<file path="config.mk">
export PLATFORM = sky130hd
export DESIGN_NAME = exe_operand_stage
export DESIGN_NICKNAME = d
export VERILOG_FILES = /design/src/rtl/exe_operand_stage.sv
export SDC_FILE = /design/constraint.sdc
export NUM_CORES = 1
export LEC_CHECK = 0
export ABC_CLOCK_PERIOD_IN_PS = 4500
export BUFFER_PORTS_ARGS = -buffer_cell sky130_fd_sc_hd__buf_4
export CAP_MARGIN = 40
export CORE_UTILIZATION = 44
export DETAILED_ROUTE_END_ITERATION = 12
export PLACE_DENSITY = 0.87
export SYNTH_ARGS = -nofsm -noshare
export SYNTH_HDL_FRONTEND = slang
export SYNTH_SLANG_ARGS = --single-unit
export TNS_END_PERCENT = 20
</file>
<file path="constraint.sdc">
create_clock -name clock -period 4.5 [get_ports clock]
set_input_delay 0.45 -clock clock [delete_from_list [all_inputs] [get_ports clock]]
set_output_delay 0.45 -clock clock [all_outputs]
set_load 0.02 [all_outputs]
</file>
<file path="src/rtl/exe_operand_stage.sv">
// ID/EX pipeline register and EX-stage operand network.
// Forwards MEM/WB results into the ALU operands and store data.
module exe_operand_stage (
    input  logic        clock,
    input  logic        reset,
    input  logic        stall,
    input  logic        flush,
    input  logic        d_valid,
    input  logic        d_wreg,
    input  logic        d_m2reg,
    input  logic        d_wmem,
    input  logic        d_aluimm,
    input  logic        d_shift,
    input  logic        d_jal,
    input  logic [3:0]  d_aluc,
    input  logic [31:0] d_qa,
    input  logic [31:0] d_qb,
    input  logic [31:0] d_imm,
    input  logic [31:0] d_pc4,
    input  logic [4:0]  d_rs,
    input  logic [4:0]  d_rt,
    input  logic [4:0]  d_rn,
    input  logic        m_wreg,
    input  logic        m_valid,
    input  logic [4:0]  m_rn,
    input  logic [31:0] m_fwd_data,
    input  logic        w_wreg,
    input  logic [4:0]  w_rn,
    input  logic [31:0] w_data,
    output logic [31:0] alu_a,
    output logic [31:0] alu_b,
    output logic [3:0]  e_aluc,
    output logic        e_wreg,
    output logic        e_m2reg,
    output logic        e_wmem,
    output logic        e_jal,
    output logic        e_valid,
    output logic [4:0]  e_rn,
    output logic [31:0] e_store_data,
    output logic [31:0] e_pc4
);

    typedef struct packed {
        logic        valid;
        logic        wreg;
        logic        m2reg;
        logic        wmem;
        logic        aluimm;
        logic        shift;
        logic        jal;
        logic [3:0]  aluc;
        logic [31:0] qa;
        logic [31:0] qb;
        logic [31:0] imm;
        logic [31:0] pc4;
        logic [4:0]  rs;
        logic [4:0]  rt;
        logic [4:0]  rn;
    } id_ex_t;

    id_ex_t      idex_d;
    id_ex_t      idex_q;
    id_ex_t      d_in;
    logic [31:0] fwd_rs;
    logic [31:0] fwd_rt;

    always_comb begin
        d_in.valid  = d_valid;
        d_in.wreg   = d_wreg;
        d_in.m2reg  = d_m2reg;
        d_in.wmem   = d_wmem;
        d_in.aluimm = d_aluimm;
        d_in.shift  = d_shift;
        d_in.jal    = d_jal;
        d_in.aluc   = d_aluc;
        d_in.qa     = d_qa;
        d_in.qb     = d_qb;
        d_in.imm    = d_imm;
        d_in.pc4    = d_pc4;
        d_in.rs     = d_rs;
        d_in.rt     = d_rt;
        d_in.rn     = d_rn;
    end

    // Flush beats stall so a bubble always lands.
    always_comb begin
        idex_d = idex_q;
        if (flush)
            idex_d = '0;
        else if (!stall)
            idex_d = d_in;
    end

    always_ff @(posedge clock or posedge reset) begin
        if (reset)
            idex_q <= '0;
        else
            idex_q <= idex_d;
    end

    // MEM outranks WB; $0 is never forwarded.
    always_comb begin
        fwd_rs = idex_q.qa;
        if (m_valid && m_wreg && m_rn == idex_q.rs && idex_q.rs != 5'd0)
            fwd_rs = m_fwd_data;
        else if (w_wreg && w_rn == idex_q.rs && idex_q.rs != 5'd0)
            fwd_rs = w_data;
    end

    always_comb begin
        fwd_rt = idex_q.qb;
        if (m_valid && m_wreg && m_rn == idex_q.rt && idex_q.rt != 5'd0)
            fwd_rt = m_fwd_data;
        else if (w_wreg && w_rn == idex_q.rt && idex_q.rt != 5'd0)
            fwd_rt = w_data;
    end

    assign alu_a = idex_q.shift ? {27'b0, idex_q.imm[10:6]} : fwd_rs;
    assign alu_b = idex_q.aluimm ? idex_q.imm : fwd_rt;

    assign e_store_data = fwd_rt;
    assign e_aluc       = idex_q.aluc;
    assign e_rn         = idex_q.rn;
    assign e_pc4        = idex_q.pc4;
    assign e_valid      = idex_q.valid;
    assign e_wreg       = idex_q.wreg  & idex_q.valid;
    assign e_m2reg      = idex_q.m2reg & idex_q.valid;
    assign e_wmem       = idex_q.wmem  & idex_q.valid;
    assign e_jal        = idex_q.jal   & idex_q.valid;

endmodule

</file>
==> results.cfg <==
[run_status]
status = finished clean

[layout]
nets = 1417
syn_to_final_growth_pct = 35.99
layout-drive-gt1-share = 0.4134
fill_cells = 1704
design_area_mm2 = 0.01248

[grt]
antenna_found_initial = 3
grt_max_degree = 97
grt_pass1_vias = 8109
grt_overflow_total = 0
grt_pass1_wl_um = 45330
grt_use_total = 0.2785

[clock_tree]
cts_buffers = 17
root_buffer = clkbuf_16
clk_pin_slew_ns = 0.07
hold_buffers = 0
worstSkewPairLatency_ns = 0.42
htree_levels = 4
cts.sinks = 154
cts_setup_buffers = 0
cts-resized-gates = 0
cts_tree = done
clk_path_buf_depth = 2

[run]
drv_cap = 0

[timing]
fmax_mhz = 270.8
setup_ws_ns = 0.8078
min_period_over_period = 0.8205
rsz0062_at_grt = false
setup_viol = 0
hold_violations = 0
slew_viol_final = 0
tightest_slew_ns = 0.9742
tns_ns = 0
fin_skew_ns = 0
min_period_ns = 3.692
relSlewSlack = 0.3505

[synthesis]
yosys.area.top_type = dfrtp_1
yosysWarnings = 0
synth_fp_nets = 1114
synth_common_cells = 218 x mux2i_1, 188 x nor2_1, 154 x dfrtp_1, 41 x buf_4, 38 x inv_1
synthArstFlopShare = 1.000
yosys.cell_types.count = 35
synth_area_mm2 = 0.009175
syn_avg_cell_area_um2 = 10.44
synth_edf_count = 0
synth_seq_area_share = 0.4200
synthTopCellsByArea = dfrtp_1 42%, mux2i_1 24%, nor2_1 7.7%
netlist_instances = 879
synth-main-ff-cell = dfrtp_1
netlist.area_leader.share = 0.4200
post-synth-top-count-cell = mux2i_1
ys_ff_latch = 154

[critical_path]
worst-setup-path-type = register to output port
cp_cell_sequence = xor2_1 -> or4_4 -> nor4_4 -> and2b_2 -> buf_4 -> o2bb2ai_2 -> buf_4
required_ns = 4.05
slowest_stage = and2b_2
cp-end-kind = output port
rrSetupSlack_ns = 3.55
slowest_delay_ns = 0.69
path_delay_family = simple AND/OR/NAND/NOR gates
worst_ep_arrival_time_ns = 3.24
start_kind = register
crit_buf_inv = 2
worst_path_most_repeated_cell = buf_4
crit_fanout = 23

[pwr]
powerDensity_mw_per_mm2 = 309.5
p_total_mw = 3.862
peakVddDrop_mv = 0.2557
leakage_nw = 6.155

[die]
die_w_um = 146.4
dieArea_mm2 = 0.02143
die_h_um = 146.4
io-pin-count = 377
std_cell_rows = 52
initial_core_util = 0.4505
core_area_mm2 = 0.02036

[placed_design]
place_congestion = 0.8925
postPlaceCellArea_mm2 = 0.01188
dp_hpwl_um = 22220
preCtsSetupSlack_ns = 1.098
port-buffer-count = 376

[routing]
first_pass_iters = 4
postRouteAntennaNets = 0
wl_per_cell_um = 20.22
vias = 7817
drc = 0
drtIter0Drc = 372
routed_wirelength_um = 29660
avgViaCountPerCell = 5.329

[worst_hold_path]
hp-class = primary input to async pin
==> stage by stage <==
stage / cells / hold WS [ns] / utilization
after global routing: 1466 / 0.01826 / 0.6126
after detailed placement: 1433 / 0.4736 / 0.5836
after CTS: 1465 / 0.006974 / 0.6124
after global placement: 1432 / 0.4706 / 0.5822
final: 1467 / 0.01407 / 0.6127
after floorplan: 879 / 0.4814 / -
==> path summary, 6_finish.rpt <==
check                                        startpoint                 endpoint  depth (start not counted)
max in group asynchronous                         reset  idex_q[149]$_DFFE_PP0P_                          3
worst max-delay path             idex_q[14]$_DFFE_PP0P_                 alu_a[9]                          7
worst max register to register  idex_q[149]$_DFFE_PP0P_  idex_q[149]$_DFFE_PP0P_                          2
worst min register to register   idex_q[54]$_DFFE_PP0P_   idex_q[54]$_DFFE_PP0P_                          2
worst min-delay path                              reset    e_pc4[13]$_DFFE_PP0P_                          2
min in group clock                            d_pc4[13]    e_pc4[13]$_DFFE_PP0P_                          3
==> metal layers <==
metal  vias to the layer above  routed length (um)  GRT usage
li1                       3635                   -          -
met1                      3771               11220     0.3193
met2                       357               14980     0.4826
met3                        52                2512    0.08344
met4                         2                 936     0.1151
met5                         -                  11          0
==> flip-flops by register name (all words and copies together) (netlist names) <==
register,count
idex_q,112
e_aluc,4
e_rn,5
e_valid,1
e_pc4,32
==> logic make-up after synthesis <==
family	after synthesis	share of synthesized area
flip-flops	154	0.4200
AND/OR/NAND/NOR	244	0.1116
AO/OA/AOI/OAI	100	0.1244
multiplexers	218	0.2378
buffers and inverters	146	0.09000
XOR/XNOR	17	0.01623
==> area by class of cell <==
| class | instances | area, um^2 | area share |
|---|---|---|---|
| Multi-Input combinational cell | 579 | 4523 | 0.3625 |
| Clock buffer | 18 | 439.2 | 0.03520 |
| Antenna cell | 2 | 5.005 | 0.0004011 |
| Inverter | 38 | 146.4 | 0.01173 |
| Sequential cell | 154 | 3857 | 0.3092 |
| Tap cell | 270 | 337.8 | 0.02708 |
| Timing Repair Buffer | 392 | 3019 | 0.2420 |
| Clock inverter | 14 | 148.9 | 0.01193 |
==> report_power, final <==
part	total (mW)	internal, mW	leakage (nW)	switching, mW
logic	0.888	0.415	3.82	0.473
registers	1.52	1.46	2.04	0.0573
clock network	1.46	0.803	0.290	0.653
total	3.86	2.68	6.16	1.18
==> cells in the final DEF (no fill, tap or decap), drive strengths merged, types with 4 or more instances in the layout <==
| cell | netlist | routed |
|---|---|---|
| buf | 71 | 391 |
| mux2i | 218 | 218 |
| nor2 | 188 | 188 |
| dfrtp | 154 | 154 |
| inv | 38 | 47 |
| nor3 | 33 | 33 |
| a21oi | 32 | 32 |
| a221oi | 32 | 32 |
| o2bb2ai | 27 | 27 |
| clkbuf | 37 | 19 |
| xor2 | 9 | 9 |
| xnor2 | 8 | 8 |
| nand2 | 6 | 6 |
| a222oi | 5 | 5 |
| and2 | 4 | 4 |
Power figures use the tool's default switching activity.
